### config.mk
export PLATFORM = sky130hd
export DESIGN_NAME = ms_rr_arbiter_flat
export DESIGN_NICKNAME = d
export VERILOG_FILES = /design/src/rtl/ms_rr_arbiter_pkg.sv /design/src/rtl/ms_rr_arbiter_if.sv /design/src/rtl/ms_rr_arbiter_pick.sv /design/src/rtl/ms_rr_arbiter.sv /design/src/flat_wrapper.sv
export SDC_FILE = /design/constraint.sdc
export NUM_CORES = 1
export LEC_CHECK = 0
export CAP_MARGIN = 40
export CORE_MARGIN = 4
export CORE_UTILIZATION = 30
export CTS_BUF_LIST = sky130_fd_sc_hd__clkbuf_8
export CTS_CLUSTER_SIZE = 25
export DETAILED_ROUTE_END_ITERATION = 8
export GPL_ROUTABILITY_DRIVEN = 0
export PLACE_DENSITY_LB_ADDON = 0.3
export SYNTH_ARGS = -nofsm -noshare
export SYNTH_HDL_FRONTEND = slang
export SYNTH_SLANG_ARGS = --single-unit
### constraint.sdc
create_clock -name clk -period 2.2 [get_ports clk]
set_input_delay 0.22 -clock clk [delete_from_list [all_inputs] [get_ports clk]]
set_output_delay 0.22 -clock clk [all_outputs]
set_load 0.03 [all_outputs]
### src/rtl/ms_rr_arbiter_pkg.sv
// Shared types for the round-robin arbiter: controller sections, word type, counter width.
package ms_rr_arbiter_types;

  localparam int unsigned WORD_W     = 32;
  localparam int unsigned XFER_CNT_W = 16;

  typedef logic signed [WORD_W-1:0] word_t;

  typedef enum logic {
    section_idle,
    section_send
  } MS_RR_ARBITER_SECTIONS;

endpackage

### src/rtl/ms_rr_arbiter_if.sv
// Bus bundle between the requesters, the arbiter and the consumer.
// master = arbiter side, slave = requester/consumer side.
interface ms_rr_arbiter_if
  import ms_rr_arbiter_types::*;
#(
  parameter int unsigned NUM_REQ = 4
);
  localparam int unsigned IDX_W = $clog2(NUM_REQ);

  word_t                  m_in [NUM_REQ];
  logic [NUM_REQ-1:0]     m_in_sync;
  logic [NUM_REQ-1:0]     m_in_notify;
  word_t                  s_out;
  logic                   s_out_sync;
  logic                   s_out_notify;
  logic [IDX_W-1:0]       grant_id;
  logic [XFER_CNT_W-1:0]  xfer_cnt;

  modport master (
    input  m_in, m_in_sync, s_out_notify,
    output m_in_notify, s_out, s_out_sync, grant_id, xfer_cnt
  );

  modport slave (
    output m_in, m_in_sync, s_out_notify,
    input  m_in_notify, s_out, s_out_sync, grant_id, xfer_cnt
  );

endinterface

### src/rtl/ms_rr_arbiter_pick.sv
// Combinational winner selection: rotate past last_grant and take the first request.
// MS_ARB_FIXED_PRIO_EN selects plain lowest-index priority instead.
module ms_rr_pick #(
  parameter int unsigned NUM_REQ = 4,
  localparam int unsigned IDX_W  = $clog2(NUM_REQ)
) (
  input  logic [NUM_REQ-1:0] req,
  input  logic [IDX_W-1:0]   last_grant,
  output logic               any_req,
  output logic [IDX_W-1:0]   pick_idx
);

  assign any_req = |req;

`ifdef MS_ARB_FIXED_PRIO_EN
  logic unused_last_grant;
  assign unused_last_grant = ^last_grant;

  // Descending scan so the lowest requesting index is the last write.
  always_comb begin
    pick_idx = '0;
    for (int i = int'(NUM_REQ) - 1; i >= 0; i--) begin
      if (req[IDX_W'(i)]) pick_idx = IDX_W'(i);
    end
  end
`else
  logic [IDX_W-1:0] cand;
  logic             found;

  // Search last_grant+1, +2, ... wrapping; last_grant itself is checked last.
  always_comb begin
    pick_idx = '0;
    cand     = '0;
    found    = 1'b0;
    for (int unsigned k = 1; k <= NUM_REQ; k++) begin
      cand = IDX_W'((32'(last_grant) + k) % NUM_REQ);
      if (!found && req[cand]) begin
        found    = 1'b1;
        pick_idx = cand;
      end
    end
  end
`endif

endmodule

### src/rtl/ms_rr_arbiter.sv
// Round-robin arbiter multiplexing NUM_REQ blocking master ports onto one output channel.
// Define MS_ARB_FIXED_PRIO_EN for fixed lowest-index priority.
module ms_rr_arbiter
  import ms_rr_arbiter_types::*;
#(
  parameter int unsigned NUM_REQ = 4
) (
  input  logic            clk,
  input  logic            rst,
  ms_rr_arbiter_if.master bus
);

  localparam int unsigned IDX_W = $clog2(NUM_REQ);

  MS_RR_ARBITER_SECTIONS    section_q, section_d;
  word_t                    s_out_q, s_out_d;
  logic                     sync_q, sync_d;
  logic [NUM_REQ-1:0]       notify_q, notify_d;
  logic [IDX_W-1:0]         grant_q, grant_d;
  logic [XFER_CNT_W-1:0]    cnt_q, cnt_d;
  logic [IDX_W-1:0]         last_q;
  logic                     any_req;
  logic [IDX_W-1:0]         pick_idx;

  ms_rr_pick #(.NUM_REQ(NUM_REQ)) u_pick (
    .req        (bus.m_in_sync),
    .last_grant (last_q),
    .any_req    (any_req),
    .pick_idx   (pick_idx)
  );

`ifdef MS_ARB_FIXED_PRIO_EN
  assign last_q = IDX_W'(NUM_REQ - 1);
`else
  logic [IDX_W-1:0] last_d;

  always_ff @(posedge clk or posedge rst) begin
    if (rst) last_q <= IDX_W'(NUM_REQ - 1);
    else     last_q <= last_d;
  end
`endif

  always_ff @(posedge clk or posedge rst) begin
    if (rst) begin
      section_q <= section_idle;
      s_out_q   <= '0;
      sync_q    <= 1'b0;
      notify_q  <= '0;
      grant_q   <= '0;
      cnt_q     <= '0;
    end else begin
      section_q <= section_d;
      s_out_q   <= s_out_d;
      sync_q    <= sync_d;
      notify_q  <= notify_d;
      grant_q   <= grant_d;
      cnt_q     <= cnt_d;
    end
  end

  // Accept one word in idle; wait for the consumer in send. Notify is a single-cycle pulse.
  always_comb begin
    section_d = section_q;
    s_out_d   = s_out_q;
    sync_d    = sync_q;
    notify_d  = '0;
    grant_d   = grant_q;
    cnt_d     = cnt_q;
`ifndef MS_ARB_FIXED_PRIO_EN
    last_d    = last_q;
`endif
    unique case (section_q)
      section_idle: begin
        if (any_req) begin
          s_out_d            = bus.m_in[pick_idx];
          grant_d            = pick_idx;
          sync_d             = 1'b1;
          notify_d[pick_idx] = 1'b1;
          section_d          = section_send;
        end
      end
      section_send: begin
        if (bus.s_out_notify) begin
          sync_d    = 1'b0;
          cnt_d     = cnt_q + XFER_CNT_W'(1);
`ifndef MS_ARB_FIXED_PRIO_EN
          last_d    = grant_q;
`endif
          section_d = section_idle;
        end
      end
      default: section_d = section_idle;
    endcase
  end

  assign bus.s_out       = s_out_q;
  assign bus.s_out_sync  = sync_q;
  assign bus.m_in_notify = notify_q;
  assign bus.grant_id    = grant_q;
  assign bus.xfer_cnt    = cnt_q;

endmodule
### src/flat_wrapper.sv
// flat-port wrapper written by rule: the top's interface ports become plain ports
module ms_rr_arbiter_flat import ms_rr_arbiter_types::*;
#(
  parameter int unsigned NUM_REQ = 4
)
  (clk, rst, bus_m_in, bus_m_in_sync, bus_s_out_notify, bus_m_in_notify, bus_s_out, bus_s_out_sync, bus_grant_id, bus_xfer_cnt);
  ms_rr_arbiter_if #(.NUM_REQ(NUM_REQ)) bus_i ();
  input  logic clk;
  input  logic rst;
  input wire logic [$bits(bus_i.m_in)-1:0] bus_m_in;
  input wire logic [$bits(bus_i.m_in_sync)-1:0] bus_m_in_sync;
  input wire logic [$bits(bus_i.s_out_notify)-1:0] bus_s_out_notify;
  output wire logic [$bits(bus_i.m_in_notify)-1:0] bus_m_in_notify;
  output wire logic [$bits(bus_i.s_out)-1:0] bus_s_out;
  output wire logic [$bits(bus_i.s_out_sync)-1:0] bus_s_out_sync;
  output wire logic [$bits(bus_i.grant_id)-1:0] bus_grant_id;
  output wire logic [$bits(bus_i.xfer_cnt)-1:0] bus_xfer_cnt;
  assign bus_i.m_in = {>>{bus_m_in}};
  assign bus_i.m_in_sync = bus_m_in_sync;
  assign bus_i.s_out_notify = bus_s_out_notify;
  assign bus_m_in_notify = bus_i.m_in_notify;
  assign bus_s_out = bus_i.s_out;
  assign bus_s_out_sync = bus_i.s_out_sync;
  assign bus_grant_id = bus_i.grant_id;
  assign bus_xfer_cnt = bus_i.xfer_cnt;
  ms_rr_arbiter #(.NUM_REQ(NUM_REQ)) u_core (.clk(clk), .rst(rst), .bus(bus_i));
endmodule
# Word level (Yosys, flattened, before mapping)

Cells that the tools add are included.

Output and inout bits: 55
Register bits after elaboration: 58
Bits in writable memories: 0
Memories kept: 0
Word-level logic and storage cells: 62
Latch bits: 0
Bits of input ports: 135
ROM bits: 0

Order comparisons: 7
Bitwise operators: 2
Multipliers: 0
Add/sub/neg operators: 5
Multiplexer cells: 28
Div/mod/pow operators: 0
Reductions and logical operators: 11
Equality and inequality tests: 2
Shift-type cells: 0

Operators by type and width:

| kind                                                               | count |
|---|---|
| binary-select mux 32 bit (select 2 bit)                            | 1 |
| 2-to-1 mux 32 bit                                                  | 2 |
| adder 16 x 1 -> 16 bit (second input constant)                     | 1 |
| < comparator 2 x 3 -> 1 bit (second input constant)                | 5 |
| 2-to-1 mux 1 bit                                                   | 12 |
| binary-select mux 1 bit (select 2 bit)                             | 4 |
| 2-to-1 mux 2 bit                                                   | 4 |
| 2-to-1 mux 4 bit                                                   | 2 |
| AND reduction 2 bit                                                | 3 |
| adder 2 x 1 -> 2 bit (second input constant)                       | 2 |
| adder 2 bit (second input constant)                                | 2 |
| logical AND 1 bit                                                  | 4 |
| one-hot mux 1 bit (2 select lines)                                 | 2 |
| OR reduction 4 bit                                                 | 1 |
| greater-or-equal comparator 3 bit (second input constant)          | 1 |
| logical NOT 1 bit                                                  | 3 |
| inverter 2 -> 3 bit                                                | 1 |
| demux 1 bit (select 2 bit)                                         | 1 |
| greater-or-equal comparator 2 x 1 -> 1 bit (second input constant) | 1 |
| != test 2 x 1 -> 1 bit (second input constant)                     | 1 |
| != test 2 bit (second input constant)                              | 1 |
| inverter 1 bit                                                     | 1 |

# Logic depth before layout (Yosys ltp)

Depth in word-level cells: 19
Gate-level depth with buffers: 8

# By module

Synthesis repeated with hierarchy kept, for this count alone.

Cells, all modules: 280
Area total of the unflattened synthesis: 3201.8 um^2

Modules (own cells, without submodules):

| module        | cells an instance | times used | area each (um^2) |
|---|---|---|---|
| ms_rr_arbiter | 266               | 1          | 3120.5 |
| ms_rr_pick    | 14                | 1          | 81.3 |

# Worst setup path before layout

No wires, ideal clock.

Kind: reg-to-reg
Start point: reg u_core.last_q[1]
End point: reg u_core.s_out_q[0] (netlist: u_core.bus.s_out[0])
Arrival time: 1573 ps
Cell stages (with the launch flop): 9
Buffers on the path: 3
Clock period less this slack: 1702 ps
Setup slack: 498 ps
Required time: 2071 ps
Cells stage by stage: dfstp_2 > buf_4 > mux2i_1 > o22ai_1 > a21oi_2 > buf_6 > buf_8 > mux2i_1 > a21oi_1

Cells in the longest elaborated chain, start to end: 17

RTL lines:

| element                                                   | RTL line                 | RTL |
|---|---|---|
| start, declared                                           | ms_rr_arbiter.sv:21      | `logic [IDX_W-1:0] last_q;` |
| start signal, assigned                                    | ms_rr_arbiter.sv:38      | `if (rst) last_q <= IDX_W'(NUM_REQ - 1);` |
| start signal, assigned                                    | ms_rr_arbiter.sv:39      | `else last_q <= last_d;` |
| adder 2 x 1 -> 2 bit                                      | ms_rr_arbiter_pick.sv:36 | `cand = IDX_W'((32'(last_grant) + k) % NUM_REQ);` |
| binary-select mux 1 bit (select 2 bit)                    | ms_rr_arbiter_pick.sv:37 | `if (!found && req[cand]) begin` |
| 2-to-1 mux 1 bit (implied by the code)                    | ms_rr_arbiter_pick.sv:37 |  |
| 2-to-1 mux 1 bit                                          | ms_rr_arbiter_pick.sv:37 |  |
| logical NOT 1 bit                                         | ms_rr_arbiter_pick.sv:37 |  |
| logical AND 1 bit                                         | ms_rr_arbiter_pick.sv:37 |  |
| 2-to-1 mux 1 bit                                          | ms_rr_arbiter_pick.sv:37 |  |
| logical NOT 1 bit                                         | ms_rr_arbiter_pick.sv:37 |  |
| logical AND 1 bit                                         | ms_rr_arbiter_pick.sv:37 |  |
| 2-to-1 mux 1 bit                                          | ms_rr_arbiter_pick.sv:37 |  |
| logical NOT 1 bit                                         | ms_rr_arbiter_pick.sv:37 |  |
| logical AND 1 bit                                         | ms_rr_arbiter_pick.sv:37 |  |
| 2-to-1 mux 2 bit (*)                                      | ms_rr_arbiter_pick.sv:37 |  |
| inverter 2 -> 3 bit (implied by the code) (*)             | ms_rr_arbiter.sv:75      | `s_out_d = bus.m_in[pick_idx];` |
| binary-select mux 32 bit (select 2 bit) (*)               | ms_rr_arbiter.sv:75      |  |
| 2-to-1 mux 32 bit (implied by the code) (*) (2 in series) | ms_rr_arbiter.sv:75      |  |
| end signal, assigned                                      | ms_rr_arbiter.sv:53      | `s_out_q <= s_out_d;` |
| end, declared                                             | ms_rr_arbiter.sv:16      | `word_t s_out_q, s_out_d;` |

Every way passes the cells marked *; elsewhere a longest branch is shown, timed or not. The select of a mux whose other input is x is not followed.
A chain may end at the register's enable or synchronous reset.

# Final worst setup path

Start point: in bus_m_in_sync[3]
End point: reg u_core.s_out_q[26] (netlist: u_core.bus.s_out[26])

Cells in the longest elaborated chain, start to end: 16

RTL lines:

| element                                               | RTL line                 | RTL |
|---|---|---|
| start, declared                                       | flat_wrapper.sv:11       | `input wire logic [$bits(bus_i.m_in_sync)-1:0] bus_m_in_sync;` |
| binary-select mux 1 bit (select 2 bit)                | ms_rr_arbiter_pick.sv:37 |  |
| 2-to-1 mux 1 bit (implied by the code)                | ms_rr_arbiter_pick.sv:37 |  |
| 2-to-1 mux 1 bit                                      | ms_rr_arbiter_pick.sv:37 |  |
| logical NOT 1 bit                                     | ms_rr_arbiter_pick.sv:37 |  |
| logical AND 1 bit                                     | ms_rr_arbiter_pick.sv:37 |  |
| 2-to-1 mux 1 bit                                      | ms_rr_arbiter_pick.sv:37 |  |
| logical NOT 1 bit                                     | ms_rr_arbiter_pick.sv:37 |  |
| logical AND 1 bit                                     | ms_rr_arbiter_pick.sv:37 |  |
| 2-to-1 mux 1 bit                                      | ms_rr_arbiter_pick.sv:37 |  |
| logical NOT 1 bit                                     | ms_rr_arbiter_pick.sv:37 |  |
| logical AND 1 bit                                     | ms_rr_arbiter_pick.sv:37 |  |
| 2-to-1 mux 2 bit                                      | ms_rr_arbiter_pick.sv:37 |  |
| inverter 2 -> 3 bit (implied by the code)             | ms_rr_arbiter.sv:75      |  |
| binary-select mux 32 bit (select 2 bit)               | ms_rr_arbiter.sv:75      |  |
| 2-to-1 mux 32 bit (implied by the code) (2 in series) | ms_rr_arbiter.sv:75      |  |

Parallel ways exist; a longest one is shown, timed or not. The select of a mux whose other input is x is not followed.

==> metrics <==
num ports 190; post-CTS setup buffers 0; Post-DRT Antenna Nets 0; Area contributors post-synth dfrtp_1 38%, nor3b_1 11%, mux2i_1 8.7%; vias in the first global route roughly 4000; final WL 12310 um; Synth async-reset ratio between 90% and 100%; max-slew violation count 0; root buf cell clkbuf_8; Pre-antenna DRT Iters 4; outcome finished, final reports clean; TritonCTS Buffers 9; Remaining DRCs 0; # fillers 1116; WP data required 2.39 ns; nature of the critical path endpoint flip-flop; DPL Wire Length 8989 um; pin count of the biggest net entering global routing between 50 and 60; CP peak stage delay 0.59 ns; vias per cell 5.108; final worst slack 0.2255 ns; Synth cell types 43; Clock transition at path regs 0.06 ns; synthesized netlist cell count 378; Least-Margin Pin Slew 0.4787 ns; Crit path arrival time 2.16 ns; syn_nets 514; startpoint class of the critical path input port; Iteration-0 DRC Markers 141; vias around 3600; clk_skew 0.01121 ns; sequential area share after synthesis 39.42%; hold slack ~0.27 ns; htree depth 3; grt total ovfl 0; EDFF count, synth 0; Skew-Pair Late Insertion Delay 0.33 ns; layout cells sized above 1 9.541%; DIE AREA 14130 um^2; slowest CP cell clkdlybuf4s50_1; # port buffers 189; type of the worst min-delay path in -> async; worst-case reg-to-reg path depth 6; Multi-input gate area 2002 um^2; ys flop type dfrtp_1; worst slack, placed -0.04147 ns; Nets roughly 700; CP max FO 31; CP Cell Sequence clkdlybuf4s50_1 > buf_4 > o21ai_0 > a22oi_1 > nor2_2 > buf_12 > a221oi_1 > a21oi_1; CTS resizes 0; first-pass GRT wire length between 20000 and 25000 um; MaxCap Viol Count 0; post-route minimum period 1.974 ns; Initial Utilization a little under a third; antenna cells 0; Yosys top cell area share between 30% and 40%; initial antenna violation count 0; Commonest cells post-synth 56 x dfrtp_1, 53 x nor3b_1, 38 x nor2_1; FP Rows 40; Finish-stage setup viols 0; top-count cell post-synth dfrtp_1; Register Area 1454 um^2; Power Dens Cells 859.2 nW/um^2; Die Width 118.9 um; CTS tree yes; area leader, netlist dfrtp_1; # hold bufs at CTS 0; number of synthesis warnings 0; synthesis-stage register bit count 58; Total GRT Usage 17.37%; Syn Area/Cell 9.758 um^2; synthesized area 3689 um^2; core area between 10000 and 15000 um^2; Max Buffers Root-to-Sink 2; RSZ-0062 raised after global routing no; final number of hold-violating endpoints 0; Die H between 100 and 150 um; drt wl/cell 17.27 um; fin crit share between 80 and 90%; Layout area overhead 63.06%; TritonCTS Sinks 58; worst rel slew slack 68.09%; leak pwr around 2.3 nW; Peak VDD IR 0.0003327 V; kind of critical path in -> reg; max frequency ~510 MHz
[critical path, delay by kind of cell]
| family | cells | cell delay, ns |
|---|---|---|
| buffers and inverters | 3 | 0.97 |
| AOI/OAI and AO/OA | 4 | 0.88 |
| and+or+nand+nor | 1 | 0.08 |
[power by group]
part           leakage (nW)  total, mW  internal, mW  switching, mW
registers             0.695       1.56          1.34          0.222
clock network         0.115       1.03         0.607          0.425
logic                  1.51       2.58          1.19           1.38
[final cells by class]
| class | instances | area share [%] |
|---|---|---|
| timing repair buffer | 206 | 35.66 |
| multi-input combinational | 280 | 33.28 |
| sequential | 58 | 24.17 |
| tap | 147 | 3.058 |
| clock buffer | 12 | 2.746 |
| clock inverter | 4 | 0.7073 |
| inverter | 6 | 0.3745 |
[metal layers]
metal | track usage [%] | part of all wire, % | vias up
li1 | - | - | 1756
met1 | 21.58 | 43 | 1698
met2 | 28.70 | 47 | 167
met3 | 5.366 | 8.0 | 21
met4 | 5.793 | 1.7 | 0
met5 | 0 | 0 | -
[flip-flops by register name, summed over array words and instances (netlist names)]
name                    cells
u_core.last_q               2
u_core.bus.s_out_sync       1
u_core.bus.xfer_cnt        16
u_core.bus.s_out           32
u_core.section_q            1
u_core.bus.grant_id         2
u_core.bus.m_in_notify      4
[cell usage in the layout (no fill, tap or decap), types with 3 or more instances in the layout]
cell type	Yosys	final
a21oi_1	35	35
a221oi_1	31	31
buf_12	0	10
buf_4	7	7
clkbuf_8	0	12
clkdlybuf4s50_1	0	189
dfrtp_1	56	56
inv_1	5	6
mux2i_1	32	32
nand2_1	19	19
nand3_1	4	4
nand4_1	5	5
nor2_1	38	38
nor3_1	3	3
nor3b_1	53	53
nor3b_2	10	10
o21ai_0	4	4
o21ai_1	4	4
xnor2_1	15	15
[through the flow]
step | instances | utilization (%) | TNS, ns | cell area (um^2) | power (mW)
after global routing | 713 | 50.07 | 0 | 6015 | 5.458
after CTS | 713 | 50.07 | 0 | 6015 | 5.219
after global placement | 697 | 48.34 | 0 | 5807 | 4.127
final | 713 | 50.07 | 0 | 6015 | 5.167
after detailed placement | 697 | 48.34 | -0.04147 | 5807 | 4.158
after floorplan | 378 | - | 0 | 3689 | 3.064
[cells by family after synthesis]
family / Yosys count / synth area share, %
and+or+nand+nor: 145 / 24.32
AOI/OAI and AO/OA: 87 / 16.66
DFF: 58 / 39.42
buffers and inverters: 40 / 7.022
muxes: 32 / 8.684
xor gates and xnor gates: 15 / 3.562
adders and majority gates: 1 / 0.3392
[path summary, 6_finish.rpt]
| check | startpoint | to | slack, ns |
|---|---|---|---|
| min in group clk | u_core.bus.xfer_cnt[15] | u_core.bus.xfer_cnt[15] | 0.48 |
| worst min-delay path | rst | u_core.bus.s_out[11] | 0.27 |
| worst max register to register | u_core.last_q[1] | u_core.bus.s_out[26] | 0.23 |
| worst min register to register | u_core.bus.xfer_cnt[15] | u_core.bus.xfer_cnt[15] | 0.48 |
| max in group asynchronous | rst | u_core.last_q[1] | 1.62 |
| worst max-delay path | bus_m_in_sync[3] | u_core.bus.s_out[26] | 0.23 |
Note: power is estimated with default switching activity, not from simulation.
